### src/rtl/pc_fetch_unit.sv
// Fetch-side program counter with prioritised next-PC selection, pending redirect and EPC.
// Optional macro PC_ALIGN_CHECK_EN: misaligned redirect targets trap to the exception vector.
module pc_fetch_unit #(
  parameter int unsigned       ADDR_W     = 32,
  parameter logic [ADDR_W-1:0] RESET_PC   = '0,
  parameter logic [31:0]       EXC_VECTOR = 32'h0000_0180
) (
  input  logic              clk,
  input  logic              resetN,
  input  logic              stall_i,
  input  logic              imem_ready_i,
  input  logic              branch_taken_i,
  input  logic [ADDR_W-1:0] branch_target_i,
  input  logic              jump_i,
  input  logic [25:0]       jump_index_i,
  input  logic              jr_i,
  input  logic [ADDR_W-1:0] jr_target_i,
  input  logic              exception_i,
  input  logic [ADDR_W-1:0] exc_pc_i,
  input  logic              eret_i,
  input  logic              halt_i,
  output logic [ADDR_W-1:0] pc_o,
  output logic [ADDR_W-1:0] pc_plus4_o,
  output logic              imem_req_o,
  output logic [ADDR_W-1:0] epc_o,
  output logic              pending_o,
  output logic              misalign_o
);

  localparam logic [ADDR_W-1:0] EXC_PC     = ADDR_W'(EXC_VECTOR);
  localparam logic [ADDR_W-1:0] LOW28_MASK = ADDR_W'(32'h0FFF_FFFF);
  localparam logic [ADDR_W-1:0] ALIGN_MASK = ADDR_W'(3);

  typedef enum logic [1:0] {BOOT, RUN, HALT} state_t;

  state_t            state;
  logic [ADDR_W-1:0] pc;
  logic [ADDR_W-1:0] epc;
  logic [ADDR_W-1:0] pend_tgt;
  logic              pend;
  logic              req;
  logic              misalign;

  logic [ADDR_W-1:0] jump_tgt;
  logic [ADDR_W-1:0] raw_tgt;
  logic [ADDR_W-1:0] live_tgt;
  logic              live_vld;
  logic              misal;
  logic              advance;

  assign pc_plus4_o = pc + ADDR_W'(4);
  assign advance    = (state == RUN) && imem_ready_i && !stall_i;

  // Jump keeps the region bits of the link address and replaces the low 28 bits.
  assign jump_tgt = (pc_plus4_o & ~LOW28_MASK) | ADDR_W'({jump_index_i, 2'b00});

  // Non-exception redirect sources in fixed priority order.
  always_comb begin
    live_vld = 1'b0;
    raw_tgt  = branch_target_i;
    if (eret_i) begin
      live_vld = 1'b1;
      raw_tgt  = epc;
    end else if (jr_i) begin
      live_vld = 1'b1;
      raw_tgt  = jr_target_i;
    end else if (jump_i) begin
      live_vld = 1'b1;
      raw_tgt  = jump_tgt;
    end else if (branch_taken_i) begin
      live_vld = 1'b1;
      raw_tgt  = branch_target_i;
    end
  end

`ifdef PC_ALIGN_CHECK_EN
  assign live_tgt = raw_tgt;
  assign misal    = live_vld && ((raw_tgt & ALIGN_MASK) != '0);
`else
  assign live_tgt = raw_tgt & ~ALIGN_MASK;
  assign misal    = 1'b0;
`endif

  // State machine and all registered fetch state.
  always_ff @(posedge clk or negedge resetN) begin
    if (!resetN) begin
      state    <= BOOT;
      pc       <= RESET_PC;
      epc      <= '0;
      pend_tgt <= '0;
      pend     <= 1'b0;
      req      <= 1'b0;
      misalign <= 1'b0;
    end else begin
      misalign <= 1'b0;
      unique case (state)
        BOOT: begin
          state <= RUN;
          req   <= 1'b1;
        end
        RUN: begin
          if (exception_i) begin
            pc   <= EXC_PC;
            epc  <= exc_pc_i;
            pend <= 1'b0;
          end else begin
            if (misal) begin
              // A misaligned target traps instead of being applied or latched.
              pc       <= EXC_PC;
              epc      <= live_tgt;
              misalign <= 1'b1;
              pend     <= 1'b0;
            end else if (advance) begin
              if (live_vld)  pc <= live_tgt;
              else if (pend) pc <= pend_tgt;
              else           pc <= pc_plus4_o;
              pend <= 1'b0;
            end else if (live_vld) begin
              pend_tgt <= live_tgt;
              pend     <= 1'b1;
            end
            if (halt_i) begin
              state <= HALT;
              req   <= 1'b0;
            end
          end
        end
        HALT: begin
          if (exception_i) begin
            state <= RUN;
            req   <= 1'b1;
            pc    <= EXC_PC;
            epc   <= exc_pc_i;
            pend  <= 1'b0;
          end
        end
        default: begin
          state <= BOOT;
          req   <= 1'b0;
        end
      endcase
    end
  end

  assign pc_o       = pc;
  assign epc_o      = epc;
  assign pending_o  = pend;
  assign imem_req_o = req;
  assign misalign_o = misalign;

endmodule

### config.mk
export PLATFORM = sky130hd
export DESIGN_NAME = pc_fetch_unit
export DESIGN_NICKNAME = d
export VERILOG_FILES = /design/src/rtl/pc_fetch_unit.sv
export SDC_FILE = /design/constraint.sdc
export NUM_CORES = 1
export LEC_CHECK = 0
export ABC_AREA = 1
export ABC_CLOCK_PERIOD_IN_PS = 3960
export CAP_MARGIN = 20
export CORE_AREA = 2 2 116 118
export DETAILED_ROUTE_END_ITERATION = 10
export DIE_AREA = 0 0 118 120
export PLACE_DENSITY = 0.95
export SETUP_SLACK_MARGIN = 0.4
export SYNTH_ARGS = -nofsm -noshare
export SYNTH_HDL_FRONTEND = slang
export SYNTH_SLANG_ARGS = --single-unit
### constraint.sdc
create_clock -name clk -period 3.96 [get_ports clk]
set_input_delay 0.594 -clock clk [delete_from_list [all_inputs] [get_ports clk]]
set_output_delay 0.594 -clock clk [all_outputs]
set_load 0.005 [all_outputs]
==> flow_summary.yaml <==
yosys:
  synthDistinctLibCells: 36
  yosys.area_share.simple: 0.302
  yosys-top-cells-area: "dfrtp_1 (39%), nand2_1 (18%), nor2_1 (6.6%), inv_1 (5.1%), o21ai_0 (4.8%)"
  yosysMostFrequentCell: "nand2_1"
  synth_common_cells: "nand2_1 (293), nor2_1 (107), dfrtp_1 (95)"
  synth-edff-count: 0
  synth_seq_cells: 95
  synthAdderAreaFrac: 0.00827
  async_reset_ff_frac: 1.00
  syn-cell-area_mm2: 0.00605
  syn_avg_cell_area_um2: 7.00
  synthCells: 864
  yosysWarnings: 0
  synthFlopType: "dfrtp_1"
  synth_top_area_share: 0.393
  synth_compound_area_frac: 0.152
  yosysTopAreaCell: "dfrtp_1"
  synth_top_family_by_area: "simple AND/OR/NAND/NOR gates"
  yosys.area_share.xor_xnor: 0.0203
  synth_seq_area_share: 0.393
  synthMuxAreaShare: 0.0335
drt:
  firstDrtPassIters: 5
  detail-route-antenna-nets: 0
  via_per_inst: 5.37
  drt_iter0_drc: 552
  drt-total-wl_um: 20800
  drcViolationCount: 0
  avgRoutedWirePerCell_um: 16.7
  vias: 6684
cells_and_area:
  drive_above_1_share: 0.0683
  final_util: 0.665
  diodes: 0
  syn2layout_area_growth_pct: 42.6
  nets: 1201
global_routing:
  grtUsageTotal: 0.300
  antenna_found_initial: 0
  grt_overflow_total: 0
  grt_pass1_vias: 6569
  grt_max_degree: 72
  grt_pass1_wl_um: 33800
setup_path:
  worstPathArrival_ps: 2500
  cp_cell_sequence: "ha_1, inv_1, nor2_2, nand2_2, nor2_2, xor2_1, clkdlybuf4s50_1"
  critPathSlowestCell: "clkdlybuf4s50_1"
  timing.rr.start: "state[1]$_DFFE_PN0P_"
  reg2regPathDepth: 9
  critPathKind: "register to output port"
  cpMostUsedCell: "nor2_2"
  ff2ff_setup_slack_ps: 1560
  cp_max_fo: 4
  crit_path_start_kind: "register"
  critPathMaxStageDelay_ps: 570
  regToRegEndpoint: "pc_o[19]$_DFFE_PN0P_"
  crit_path_end_kind: "output port"
  crit_required_ps: 3370
place:
  gp_congestion: 0.954
  hpwl_um: 16000
  io_buffers: 221
power:
  vdd_ir_drop_max_v: 0.000354
  p_leak_nw: 3.97
  p_per_area_mw_per_mm2: 620
sta:
  layout_min_cycle_time_ps: 3090
  min_period_over_period: 0.781
  tightest_slew_ps: 916
  max_freq_ghz: 0.323
  finalSetupTns_ps: 0
  hold_violations: 0
  setup_violations: 0
  relSlewSlack: 0.387
  clock-skew-final_ps: 9.32
  slew_viol_final: 0
  rsz0062_at_grt: "no"
min_path:
  holdCritPathClass: "input port to async pin"
floorplan:
  die-area_mm2: 0.0142
  core-area_mm2: 0.0130
  fp.dieH_um: 120
  rows: 42
  io-pin-count: 231
  initial_core_util: 0.466
  die_width_um: 118
clock_network:
  post_cts_buffers: 0
  clock_tree.buffer_depth: 2
  clk_pin_slew_ps: 70
  cts_resized: 0
  ctsHoldBuffers: 0
  cts.sinks: 95
  cts_buffers: 9
  insertion_delay_ps: 340
  cts_tree: "built"
  htree_num_levels: 3
  cts_root_buf: "clkbuf_16"
run:
  cap_violations: 0
status:
  status: "completed"
-- cell families (layout without fill, tap and decap cells) --
| family | after synthesis | count (layout) |
|---|---|---|
| muxes | 18 | 18 |
| buffers and inverters | 129 | 330 |
| AOI/OAI and AO/OA | 157 | 157 |
| and+or+nand+nor | 446 | 446 |
| other | 1 | 5 |
| DFF | 95 | 95 |
| xor gates and xnor gates | 14 | 14 |
| adders and majority gates | 4 | 4 |
-- sequential cells by signal, summed over array words and instances, names as in the netlist --
register / flops
pending_o: 1
pc_o: 30
pend_tgt: 30
epc_o: 32
state: 2
-- layer usage --
layer  part of all wire  GRT usage
met5                  0          0
met3              0.096     0.0608
met2               0.47      0.492
met4              0.024      0.105
met1               0.41      0.395
-- worst max path at each step --
stage,from,endpoint,slack [ps],cells after the start
global route,pc_o[3]$_DFFE_PN0P_,pc_plus4_o[24],750,10
global placement,jr_i,pc_o[11]$_DFFE_PN0P_,1070,10
detailed placement,jr_i,pc_o[11]$_DFFE_PN0P_,990,10
floorplan,pc_o[3]$_DFFE_PN0P_,pc_plus4_o[18],2010,8
CTS,pc_o[3]$_DFFE_PN0P_,pc_plus4_o[18],870,9
finish,pc_o[3]$_DFFE_PN0P_,pc_plus4_o[12],870,7
-- power by group --
part           internal, mW  switching, mW
combinational          1.32           1.32
sequential             1.42          0.407
clock                 0.491          0.387
-- placed cells by master (no fill, tap or decap), types with 3 or more instances in the layout --
cell             synthesis  routed
mux2_2                  18      18
buf_4                    5       8
ha_1                     4       4
xnor2_1                  4       4
o21ai_1                  7       7
nand3_1                 17      17
or2_2                    3       3
xor2_1                  10      10
nand4_1                  5       5
a21o_1                   3       3
nand2_1                293     292
a221oi_1                 4       4
a21oi_1                 52      52
clkinv_4                 1       3
nor2_2                   4       4
a31oi_1                  3       3
nand2_2                  8       9
conb_1                   1       5
o221ai_1                26      26
clkbuf_16                0       9
clkdlybuf4s50_1          0     219
nor2_4                   4       4
inv_1                   82      82
inv_2                    4       4
nor2_1                 107     107
dfrtp_1                 95      95
o21ai_0                 58      58
-- stage by stage --
stage / instance area (um^2) / hold WS, ps / setup WS [ps] / cells / power, mW
after global placement: 8330 / 462 / 1070 / 1230 / 4.32
after detailed placement: 8330 / 466 / 993 / 1230 / 4.42
after global routing: 8630 / 467 / 747 / 1245 / 5.70
final: 8630 / 373 / 868 / 1245 / 5.34
after floorplan: 6060 / 298 / 2010 / 868 / 3.00
after CTS: 8630 / 410 / 869 / 1245 / 5.32
-- critical path, delay by kind of cell, from the launching register on --
| kind | cells | cell delay (ps) |
|---|---|---|
| XOR/XNOR | 1 | 280 |
| buffers and inverters | 2 | 660 |
| AND/OR/NAND/NOR | 3 | 500 |
| adder cells (fa/ha/maj) | 1 | 270 |
| flip-flops | 1 | 440 |
-- final cells by class --
cell class                 instances  area [um^2]
clock inverter                     6         71.3
multi-input combinational        644         3140
sequential                        95         2380
tap                              176          220
clock buffer                       9          225
inverter                          87          332
timing repair buffer             228         2260
fill                            1030         4350
No activity file was read; power rests on OpenSTA's default activity.
